## src/rtl/qdma_master.sv

```systemverilog
// QBUS DMA bus-master engine: arbitrates via DMR/DMG/SACK, runs single-word
// DATI/DATO cycles (bursting up to MAX_BURST words) and flags NXM on timeout.
module qdma_master #(
    parameter int ADDR_SETUP = 3,
    parameter int DATA_SETUP = 2,
    parameter int TIMEOUT    = 200,
    parameter int MAX_BURST  = 4
) (
    input  logic        clk,
    input  logic        reset,
    input  logic        dma_read_req,
    input  logic        dma_write_req,
    input  logic [21:0] dma_addr,
    input  logic [15:0] dma_wdata,
    output logic [15:0] dma_rdata,
    output logic        dma_complete,
    output logic        dma_nxm,
    output logic        dma_bus_master,
    input  logic        RDMGI,
    input  logic        RSYNC,
    input  logic        RRPLY,
    input  logic [15:0] rdal,
    output logic        TDMR,
    output logic        TSACK,
    output logic        TDMGO,
    output logic        TSYNC,
    output logic        TDIN,
    output logic        TDOUT,
    output logic        dma_assert_dal,
    output logic [21:0] dma_dal,
    output logic        dma_dalbe,
    output logic        dma_daltx,
    output logic        dma_dalst
);
    localparam int TW = ($clog2(TIMEOUT + 1) > 8) ? $clog2(TIMEOUT + 1) : 8;
    localparam int BW = $clog2(MAX_BURST + 1);
    localparam logic [7:0]    ADDR_LAST = 8'(ADDR_SETUP);
    localparam logic [7:0]    DATA_LAST = 8'(DATA_SETUP - 1);
    localparam logic [TW-1:0] TMO_LAST  = TW'(TIMEOUT - 1);
    localparam logic [BW-1:0] MAX_B     = BW'(MAX_BURST);

    typedef enum logic [3:0] {
        IDLE, REQ, WAITBUS, ADDR, ASYNC, DATA, RPLY, RPLYOFF, SYNCOFF, NEXT
    } state_t;

    // Bus receivers: index 0 = RDMGI, 1 = RSYNC, 2 = RRPLY.
    logic [2:0] raw_in;
    logic [2:0] sync_out;
    assign raw_in = {RRPLY, RSYNC, RDMGI};

    genvar gi;
    generate
        for (gi = 0; gi < 3; gi++) begin : g_sync
            logic [1:0] ff_reg;
            always_ff @(posedge clk) begin
                if (reset) ff_reg <= '0;
                else       ff_reg <= {ff_reg[0], raw_in[gi]};
            end
            assign sync_out[gi] = ff_reg[1];
        end
    endgenerate

    logic s_rdmgi, s_rsync, s_rrply, req;
    assign s_rdmgi = sync_out[0];
    assign s_rsync = sync_out[1];
    assign s_rrply = sync_out[2];
    assign req     = dma_read_req | dma_write_req;

    logic addr_unused;
    assign addr_unused = dma_addr[0];

    state_t        state_reg, state_next;
    logic [7:0]    cnt_reg, cnt_next;
    logic [TW-1:0] tmo_reg, tmo_next;
    logic [BW-1:0] burst_reg, burst_next;
    logic          dir_read_reg, dir_read_next;
    logic          nxm_flag_reg, nxm_flag_next;
    logic          rply_seen_reg, rply_seen_next;
    logic [15:0]   wdata_reg, wdata_next;
    logic [15:0]   rdata_reg, rdata_next;
    logic [21:0]   dal_reg, dal_next;
    logic          tdmr_reg, tdmr_next, tsack_reg, tsack_next, tdmgo_reg, tdmgo_next;
    logic          tsync_reg, tsync_next, tdin_reg, tdin_next, tdout_reg, tdout_next;
    logic          master_reg, master_next, assert_reg, assert_next;
    logic          dalbe_reg, dalbe_next, daltx_reg, daltx_next, dalst_reg, dalst_next;
    logic          complete_reg, complete_next, nxm_reg, nxm_next;

    always_ff @(posedge clk) begin
        if (reset) begin
            state_reg     <= IDLE;
            cnt_reg       <= '0;
            tmo_reg       <= '0;
            burst_reg     <= '0;
            dir_read_reg  <= 1'b0;
            nxm_flag_reg  <= 1'b0;
            rply_seen_reg <= 1'b0;
            wdata_reg     <= '0;
            rdata_reg     <= '0;
            dal_reg       <= '0;
            tdmr_reg      <= 1'b0;
            tsack_reg     <= 1'b0;
            tdmgo_reg     <= 1'b0;
            tsync_reg     <= 1'b0;
            tdin_reg      <= 1'b0;
            tdout_reg     <= 1'b0;
            master_reg    <= 1'b0;
            assert_reg    <= 1'b0;
            dalbe_reg     <= 1'b0;
            daltx_reg     <= 1'b0;
            dalst_reg     <= 1'b0;
            complete_reg  <= 1'b0;
            nxm_reg       <= 1'b0;
        end else begin
            state_reg     <= state_next;
            cnt_reg       <= cnt_next;
            tmo_reg       <= tmo_next;
            burst_reg     <= burst_next;
            dir_read_reg  <= dir_read_next;
            nxm_flag_reg  <= nxm_flag_next;
            rply_seen_reg <= rply_seen_next;
            wdata_reg     <= wdata_next;
            rdata_reg     <= rdata_next;
            dal_reg       <= dal_next;
            tdmr_reg      <= tdmr_next;
            tsack_reg     <= tsack_next;
            tdmgo_reg     <= tdmgo_next;
            tsync_reg     <= tsync_next;
            tdin_reg      <= tdin_next;
            tdout_reg     <= tdout_next;
            master_reg    <= master_next;
            assert_reg    <= assert_next;
            dalbe_reg     <= dalbe_next;
            daltx_reg     <= daltx_next;
            dalst_reg     <= dalst_next;
            complete_reg  <= complete_next;
            nxm_reg       <= nxm_next;
        end
    end

    always_comb begin
        state_next     = state_reg;
        cnt_next       = cnt_reg + 8'd1;
        tmo_next       = (tmo_reg == '1) ? tmo_reg : tmo_reg + 1'b1;
        burst_next     = burst_reg;
        dir_read_next  = dir_read_reg;
        nxm_flag_next  = nxm_flag_reg;
        rply_seen_next = rply_seen_reg;
        wdata_next     = wdata_reg;
        rdata_next     = rdata_reg;
        dal_next       = dal_reg;
        tdmr_next      = tdmr_reg;
        tsack_next     = tsack_reg;
        tdmgo_next     = tdmgo_reg;
        tsync_next     = tsync_reg;
        tdin_next      = tdin_reg;
        tdout_next     = tdout_reg;
        master_next    = master_reg;
        assert_next    = assert_reg;
        dalbe_next     = dalbe_reg;
        daltx_next     = daltx_reg;
        dalst_next     = 1'b0;
        complete_next  = 1'b0;
        nxm_next       = 1'b0;

        case (state_reg)
            IDLE: begin
                // A grant we did not ask for is passed down the chain until it falls.
                tdmgo_next = s_rdmgi;
                if (!s_rdmgi && req) begin
                    tdmr_next  = 1'b1;
                    state_next = REQ;
                end
            end
            REQ: begin
                if (s_rdmgi) begin
                    tsack_next = 1'b1;
                    tdmr_next  = 1'b0;
                    tdmgo_next = 1'b0;
                    state_next = WAITBUS;
                end
            end
            WAITBUS: begin
                if (!s_rsync && !s_rrply) begin
                    master_next = 1'b1;
                    burst_next  = '0;
                    state_next  = ADDR;
                end
            end
            ADDR: begin
                if (cnt_reg == 8'd0) begin
                    dir_read_next  = dma_read_req;
                    wdata_next     = dma_wdata;
                    dal_next       = {dma_addr[21:1], 1'b0};
                    assert_next    = 1'b1;
                    daltx_next     = 1'b1;
                    dalbe_next     = 1'b1;
                    dalst_next     = 1'b1;
                    nxm_flag_next  = 1'b0;
                    rply_seen_next = 1'b0;
                end
                if (cnt_reg == ADDR_LAST) begin
                    tsync_next = 1'b1;
                    tmo_next   = '0;
                    state_next = ASYNC;
                end
            end
            ASYNC: begin
                if (cnt_reg == 8'd1) begin
                    if (dir_read_reg) begin
                        daltx_next = 1'b0;
                        dalbe_next = 1'b0;
                        tdin_next  = 1'b1;
                        state_next = RPLY;
                    end else begin
                        dal_next   = {6'b0, wdata_reg};
                        dalst_next = 1'b1;
                        state_next = DATA;
                    end
                end
            end
            DATA: begin
                if (cnt_reg == DATA_LAST) begin
                    tdout_next = 1'b1;
                    state_next = RPLY;
                end
            end
            RPLY: begin
                // Read data is captured one clock after the synchronized reply.
                if (dir_read_reg && rply_seen_reg) begin
                    rdata_next = rdal;
                    tdin_next  = 1'b0;
                    state_next = RPLYOFF;
                end else if (!dir_read_reg && s_rrply) begin
                    tdout_next = 1'b0;
                    state_next = RPLYOFF;
                end else if (tmo_reg >= TMO_LAST) begin
                    tdin_next     = 1'b0;
                    tdout_next    = 1'b0;
                    nxm_flag_next = 1'b1;
                    state_next    = SYNCOFF;
                end else if (dir_read_reg && s_rrply) begin
                    rply_seen_next = 1'b1;
                end
            end
            RPLYOFF: begin
                if (!s_rrply) state_next = SYNCOFF;
            end
            SYNCOFF: begin
                tsync_next    = 1'b0;
                complete_next = 1'b1;
                nxm_next      = nxm_flag_reg;
                burst_next    = burst_reg + 1'b1;
                state_next    = NEXT;
            end
            NEXT: begin
                if (req && (burst_reg < MAX_B) && !nxm_flag_reg) begin
                    state_next = ADDR;
                end else begin
                    tsack_next  = 1'b0;
                    master_next = 1'b0;
                    assert_next = 1'b0;
                    dalbe_next  = 1'b0;
                    daltx_next  = 1'b0;
                    dal_next    = '0;
                    state_next  = IDLE;
                end
            end
            default: state_next = IDLE;
        endcase

        if (state_next != state_reg) cnt_next = '0;
    end

    assign dma_rdata      = rdata_reg;
    assign dma_complete   = complete_reg;
    assign dma_nxm        = nxm_reg;
    assign dma_bus_master = master_reg;
    assign TDMR           = tdmr_reg;
    assign TSACK          = tsack_reg;
    assign TDMGO          = tdmgo_reg;
    assign TSYNC          = tsync_reg;
    assign TDIN           = tdin_reg;
    assign TDOUT          = tdout_reg;
    assign dma_assert_dal = assert_reg;
    assign dma_dal        = dal_reg;
    assign dma_dalbe      = dalbe_reg;
    assign dma_daltx      = daltx_reg;
    assign dma_dalst      = dalst_reg;
endmodule

```

## config.mk

```make
export PLATFORM = sky130hd
export DESIGN_NAME = qdma_master
export DESIGN_NICKNAME = d
export VERILOG_FILES = /design/src/rtl/qdma_master.sv
export SDC_FILE = /design/constraint.sdc
export NUM_CORES = 1
export LEC_CHECK = 0
export CORE_ASPECT_RATIO = 1.75
export CORE_MARGIN = 5
export CORE_UTILIZATION = 50
export CTS_BUF_LIST = sky130_fd_sc_hd__clkbuf_2
export DETAILED_ROUTE_END_ITERATION = 8
export MAX_ROUTING_LAYER = met4
export PLACE_DENSITY = 0.83
export REMOVE_ABC_BUFFERS = 1
export SLEW_MARGIN = 40
export SYNTH_ARGS = -nofsm -noshare
export SYNTH_HDL_FRONTEND = slang
export SYNTH_SLANG_ARGS = --single-unit
```

## constraint.sdc

```tcl
create_clock -name clk -period 2.6 [get_ports clk]
set_clock_uncertainty 0.2 [all_clocks]
set_input_delay 0.26 -clock clk [delete_from_list [all_inputs] [get_ports clk]]
set_output_delay 0.26 -clock clk [all_outputs]
set_load 0.05 [all_outputs]
```

# Word level (Yosys, flattened, before mapping)
# Index checks and enable logic that the tools add are counted.
# Widths: inputs -> output; s select.
[classes] n_addsub=3 n_lt_le_gt_ge=2 n_eq_ne=31 n_mux=64 n_bitwise=2 n_reduce_logical=41
[ops] operator="$mux 22" count=4
[ops] operator="$pmux 22 s3" count=1
[ops] operator="$mux 4" count=10
[ops] operator="$pmux 4 s10" count=1
[ops] operator="$ne 2x2->1 const B" count=15
[ops] operator="$mux 1" count=29
[ops] operator="$mux 8" count=3
[ops] operator="$pmux 1 s2" count=11
[ops] operator="$reduce_and 5->1" count=4
[ops] operator="$reduce_bool 2->1" count=9
[ops] operator="$add 8x1->8 const B" count=2
[ops] operator="$eq 4x3->1 const B" count=4
[ops] operator="$reduce_and 3->1" count=4
[ops] operator="$reduce_and 2->1" count=5
[ops] operator="$ne 3x3->1 const B" count=3
[ops] operator="$eq 4x2->1 const B" count=2
[ops] operator="$eq 4x4->1 const B" count=2
[ops] operator="$eq 8x1->1 const B" count=1
[ops] operator="$eq 8x2->1 const B" count=1
[ops] operator="$eq 8x8->1 const B" count=1
[ops] operator="$ge 8x8->1 const B" count=1
[ops] operator="$logic_not 8->1" count=1
[ops] operator="$logic_and 1x1->1" count=7
[ops] operator="$pmux 3 s2" count=1
[ops] operator="15 further kinds" count=21
[word_totals] reg_bits=98 inputBits=61 out_inout_bits=51 word_cells=168

# Longest topological paths before layout
[logic_depth] depth_word=7 depth_mapped=8 ltp_nobuf=7

# Least setup slack after synthesis
# OpenSTA, ideal clock, no wires.
[synth_path] path_type="register to register" start="reg cnt_reg[6]" end="reg cnt_reg[1]" setup_ps=96 t_arrival_ps=1921 t_required_ps=2304 path_slack_ps=383 path_stages_with_launch=7 path_buffers=0 synth_period_minus_slack_ps=2217 cell_sequence="dfxtp_1 nor4_4 nand3_1 a221oi_2 nand4_2 mux2i_4 nor4b_1"
[synth_via] elab_chain_len=5 elab_cells_between_ends=8 cone_classes="3 x eq/ne; 4 x mux; 1 x reduce/logical"
[synth_lines] element="start, declared" line="73" source="logic [7:0] cnt_reg, cnt_next;"
[synth_lines] element="start signal, assigned" line="115" source="cnt_reg <= cnt_next;"
[synth_lines] element="$eq 8x1->1 or $eq 8x2->1 (tied branches)" line="208, 222, 201"
[synth_lines] element="$mux 4, on equally long branches" line="222, 201, 208"
[synth_lines] element="$pmux 4 s10 (*)" line="165" source="case (state_reg)"
[synth_lines] element="$ne 4x4->1 (*)" line="271" source="if (state_next != state_reg) cnt_next = '0;"
[synth_lines] element="$reduce_or 2->1 (no line) (*)"
# Mark *: on every way between the ends. The rest lies on a longest branch, timed or not.
# A chain may end at the register's enable or synchronous reset.

# Final worst setup path
[layout_path] start="reg state_reg[2]" end="reg cnt_reg[6]"
[layout_via] elab_chain_len=6 elab_cells_between_ends=23 cone_classes="10 x eq/ne; 11 x mux; 2 x reduce/logical"
[layout_lines] element="start, declared" line="72" source="state_t state_reg, state_next;"
[layout_lines] element="start signal, assigned" line="114" source="state_reg <= state_next;"
[layout_lines] element="$mux 4" line="236" source="end else if (tmo_reg >= TMO_LAST) begin"
[layout_lines] element="$mux 4" line="233" source="end else if (!dir_read_reg && s_rrply) begin"
[layout_lines] element="$mux 4" line="229" source="if (dir_read_reg && rply_seen_reg) begin"
[layout_lines] element="$pmux 4 s10" line="165"
[layout_lines] element="$ne 4x4->1 (*)" line="271"
[layout_lines] element="$reduce_or 2->1 (no line) (*)"
# Marked as above.

==> reports/results.ini <==
[floorplan]
die_area_um2=10200
std_cell_rows=43
initial_core_util=0.514
die_width_um=78.4
io_pins=112
core_area_um2=7960
die_h_um=130

[synth]
yosys_warnings=0
synthDistinctLibCells=55
yosysSeqAreaShare=0.480
syn_area_um2=4090
avgSynthCellArea_um2=8.43
syn_inst=485
ys_ff_latch=98
ys.flop_type=dfxtp_1
async_flop_share=0
synth_edf_count=0

[cells_and_area]
final_cells=732
postLayoutCellArea_um2=5920
fin_util=0.744
synthToLayoutAreaGrowth_pct=44.8
largest_register_ffs=22
fin_nets=702
drive_above_1_share=0.0780
layout_common_cells=109 x clkdlybuf4s50_1, 98 x dfxtp_1, 90 x nand2_1
mostFrequentLayoutCell=clkdlybuf4s50_1

[run]
drv_cap=0

[setup_path]
slowest_stage=dfxtp_1
path_delay_family=simple AND/OR/NAND/NOR gates
crit_chain=and4bb_2 -> nor4b_2 -> a221oi_2 -> nand4_2 -> mux2i_4 -> nor4_1
max_stage_delay_ns=0.58
critPathArrivalTime_ns=2.73
path_buf_inv=0
critical_path.max_fanout=11
critPathKind=reg2reg
rr_startpoint=state_reg[2]$_SDFF_PP0_
startpoint=state_reg[2]$_SDFF_PP0_
cp-end-kind=register
required_ns=2.91
startpoint_type=register

[sta]
drv_slew=0
maxSlewHeadroom=0.605
timing.final.crit_share=0.931
hold_viol_final=0
setup_viol=0
min_period_ns=2.42
worstMarginPinSlew_ns=0.591
totalNegativeSetupSlack_ns=0
timing.fmax_mhz=413

[place]
gp_congestion=0.918
dpl.hpwl_um=7700
placed_area_um2=5260
port_buffers=110
dp.cells=665

[clocking]
cts_root_buffer=clkbuf_2
cts.clk_slew.worst_paths_ns=0.28
clk_latency_ns=0.61
cts_tree=built
clock_path_buffers=2
clock-sinks=98
cts_buffers=9
cts.htree.levels=3

[power_and_ir_drop]
finalPower_w=0.00279
vdd_drop_max_uv=444
p_per_area_nw_per_um2=471
leakagePower_nw=2.08

[drt]
wire_per_inst_um=16.2
ant_nets=0
via_per_inst=5.69
vias=4164
drt-pass1-iter-count=6
wirelength_um=11800
route.detailed.drc=0
initialDrtViolationCount=223

[global_routing]
grt_overflow_total=0
grt_pass1_vias=4170
antenna_found_initial=1
grt_usage=0.245
grt_max_degree=82
grt_pass1_wl_um=19300

[worst_hold_path]
hold_class=in2reg
min_from=dma_read_req

[outcome]
outcome=complete, no violations

## final timing paths
check                                                 endpoint  slack (ns)  depth (start not counted)
worst max register to register           cnt_reg[6]$_SDFF_PP0_        0.18                          6
worst min-delay path                 dir_read_reg$_SDFFE_PP0P_        0.03                          3
worst min register to register  g_sync[0].ff_reg[1]$_SDFF_PP0_        0.25                          1
worst max-delay path                     cnt_reg[6]$_SDFF_PP0_        0.18                          6
## synth_stat cells (2+ instances only)
library cell   n  share of area
dfxtp_1       98           0.48
nor3_1        24          0.029
nand3b_1       2         0.0037
nor4_1         7          0.011
nand3_1       14          0.017
a221oi_1      15          0.032
clkbuf_1      20          0.018
o211ai_1       3         0.0055
o21ai_0       12          0.015
nor2b_1       10          0.015
nand2b_1       4         0.0061
ha_1           5          0.015
buf_1          2         0.0018
a211oi_1       4         0.0073
and3_1         4         0.0061
nand2_1       90          0.083
nand4_1        6         0.0092
a21oi_1       50          0.061
a21o_1         2         0.0037
xnor2_1        3         0.0064
a31oi_1        4         0.0061
nor4b_2        2         0.0073
and2_1         3         0.0046
buf_4          2         0.0037
buf_2          8         0.0098
inv_1          7         0.0064
mux2i_1        2         0.0049
nor4b_1        2         0.0043
a32oi_1        2         0.0043
nor2_1        47          0.043
xor2_1         7          0.015
## layer usage
metal | share of wire | routed length [um] | track usage | up-vias
li1 | - | - | - | 2000
met1 | 0.37 | 4370 | 0.252 | 1955
met2 | 0.53 | 6280 | 0.446 | 178
met3 | 0.073 | 865 | 0.0494 | 31
met4 | 0.026 | 306 | 0.106 | 0
met5 | 0 | 0 | - | -
## layout make-up
type	instances	area (um^2)
sequential	98	1960
tap	90	113
timing repair buffer	172	1690
antenna	1	2.50
clock buffer	9	45.0
clock inverter	7	106
multi-input combinational	347	1970
fill	564	2040
inverter	8	30.0
## kinds of logic after synthesis
logic type | count (synthesis) | share of synthesized area
buffers and inverters | 40 | 0.0410
AND/OR/NAND/NOR | 228 | 0.276
AO/OA/AOI/OAI | 100 | 0.153
XOR/XNOR | 10 | 0.0214
flip-flops | 98 | 0.480
multiplexers | 4 | 0.0138
adder cells (fa/ha/maj) | 5 | 0.0153
## timing repair
action                                  in CTS  in global routing
endpoints found under the setup margin       0                 33
setup buffers                                0                  2
endpoints found under the hold margin       68                  0
hold buffers                                48                  0
gates resized for setup                      0                  3
## stage by stage
step | hold WS (ns) | worst slack, ns
floorplan | 0.129 | -0.208
global placement | 0.216 | 0.0931
detailed placement | 0.226 | 0.0438
CTS | 0.0101 | 0.0549
global route | 0.0386 | -0.0337
finish | 0.0323 | 0.178
## tightest hold or removal path: stages
cell             delay [ns]
clkdlybuf4s50_1        0.42
nand2_1                0.09
a21oi_1                0.06
## power breakdown
group          leakage (nW)  internal, W  switching (W)
Sequential            0.792      0.00153      0.0000192
Combinational          1.20     0.000191       0.000165
Clock                0.0894     0.000338       0.000541
No activity file was read; power rests on OpenSTA's default activity.
==> RTL edit: new RTL, config.mk and constraints unchanged <==
Encoding of `state_t`: now one-hot (10 bits for 10 states).
--- a/src/rtl/qdma_master.sv
+++ b/src/rtl/qdma_master.sv
@@ -39,8 +39,8 @@
     localparam logic [TW-1:0] TMO_LAST  = TW'(TIMEOUT - 1);
     localparam logic [BW-1:0] MAX_B     = BW'(MAX_BURST);
 
-    typedef enum logic [3:0] {
-        IDLE, REQ, WAITBUS, ADDR, ASYNC, DATA, RPLY, RPLYOFF, SYNCOFF, NEXT
+    typedef enum logic [9:0] {
+        IDLE = 10'b0000000001, REQ = 10'b0000000010, WAITBUS = 10'b0000000100, ADDR = 10'b0000001000, ASYNC = 10'b0000010000, DATA = 10'b0000100000, RPLY = 10'b0001000000, RPLYOFF = 10'b0010000000, SYNCOFF = 10'b0100000000, NEXT = 10'b1000000000
     } state_t;
 
     // Bus receivers: index 0 = RDMGI, 1 = RSYNC, 2 = RRPLY.
Function: no difference found for any inputs over 10 cycles, from zero or initial values and one cycle with reset high; not proved beyond that.
==> RTL edit against the unedited design <==
Global-route usage rose by 1.7 points. Setup slack got worse by 0.18 ns. Critical path type unchanged. Power rose by 2.6%. Highest routed layer unchanged. Largest power group unchanged. First-iteration DRC count rose by 23%. Routed wire length rose by 23%. Sequential cell count rose by 6. Area after synthesis rose by 13%. Final cell count rose by 13%. The run now ends with setup timing left. Sequential power rose by 7%. Final area rose by 11%. Largest cell class unchanged.
==> RTL edit: results (changes against the unedited design) <==
Synthesis
  – Sequential share of the synthesized area: 0.449 (-0.0305)
  – Syn Area/Cell: 8.55 um^2 (+1.4%)
  – Mux cell area share after synthesis: 0.0453 (+0.0316)
  – Post-Synth Adder-Cell Area: 0.0135 (-0.00180)
  – Post-synth top cells: dfxtp_1, nor2_1, nand2_1
  – Top cells by area, synth: dfxtp_1, nor2_1, mux2i_1, a21oi_1, nand2_1
  – Xor/xnor share of the synthesized area: 0.0265 (+0.00504)

Detailed routing
  – Routed met2 length: 8050 um (+28%)
  – Vias/cell: 5.59 (-1.8%)
  – Wl on met1: 5180 um (+18%)
  – DR pass1 iterations: 5 (-1)
  – Met3 wire length: 608 um (-30%)
  – Detailed Route Iter0 Violations: 275 (+23%)

Timing
  – Final WS setup: -0.00633 ns (-0.185 ns)
  – Setup TNS Final: -0.00648 ns (-0.00648 ns)
  – Endpoints failing setup: 2 (+2)
  – WHS: 0.0657 ns (+0.0334 ns)

Outcome
  – Failing checks: setup timing
  – Outcome: complete, but fails checks

Clock tree
  – # hold bufs at CTS: 23 (-52%)
  – Resize count post-CTS: 5 (+5)

Global route
  – Largest net degree at the start of global routing: 80 (-2.4%)
  – M3 GR Usage: 0.0458 (-0.00356)
  – Total GRT Usage: 0.262 (+0.0172)

Place
  – RD Place Congestion: 1.01 (+9.6%)

Final layout
  – # fillers: 723 (+28%)
  – Final non-filler cell total: 827 (+13%)
==> RTL edit: changes by cell type in the layout (fill, tap and decap cells not counted), sizes merged, moves of 6 or more <==
cell         change
nor2            +26
a22oi           +17
nand3            +9
dfxtp            +6
a221oi          -16
nand2b          +12
nand2           -44
dlygate4sd3     -22
mux2i           +17
a21oi           -15
buf             +36
a211oi          +17
==> RTL edit: final timing paths <==
check                                          from             endpoint  cells after the start
worst min register to register  g_sync[1].ff_reg[0]  g_sync[1].ff_reg[1]                      1
worst max register to register         state_reg[5]           cnt_reg[3]                      6
worst max-delay path                   state_reg[5]           cnt_reg[3]                      6
worst min-delay path                   dma_wdata[0]         wdata_reg[0]                      3
==> RTL edit: cell families (layout without fill, tap and decap cells) <==
logic type | after synthesis | after routing
other | 0 | 2
multiplexers | 21 | 21
adder cells (fa/ha/maj) | 5 | 5
buffers and inverters | 45 | 208
AO/OA/AOI/OAI | 114 | 114
AND/OR/NAND/NOR | 239 | 239
flip-flops | 104 | 104
XOR/XNOR | 14 | 14
==> RTL edit: layout make-up <==
cell class | count | area share
clock inverters | 7 | 0.00799
multi-input cells | 393 | 0.370
well taps | 120 | 0.0228
repair buffers | 186 | 0.271
diodes | 2 | 0.000761
flip-flops and latches | 104 | 0.317
clock buffers | 9 | 0.00685
inverters | 6 | 0.00342
==> RTL edit: report_power, final <==
part / leakage, nW / switching [mW] / total [mW] / internal (mW)
Clock: 0.0631 / 0.556 / 0.693 / 0.136
Sequential: 0.842 / 0.0342 / 1.66 / 1.63
Combinational: 1.51 / 0.247 / 0.506 / 0.259
==> RTL edit: metrics by stage <==
step | total power, mW | instance area, um^2
detailed placement | 2.13 | 6140
global route | 2.99 | 6580
CTS | 2.85 | 6480
floorplan | 1.88 | 4460
finish | 2.86 | 6580
global placement | 2.12 | 6140
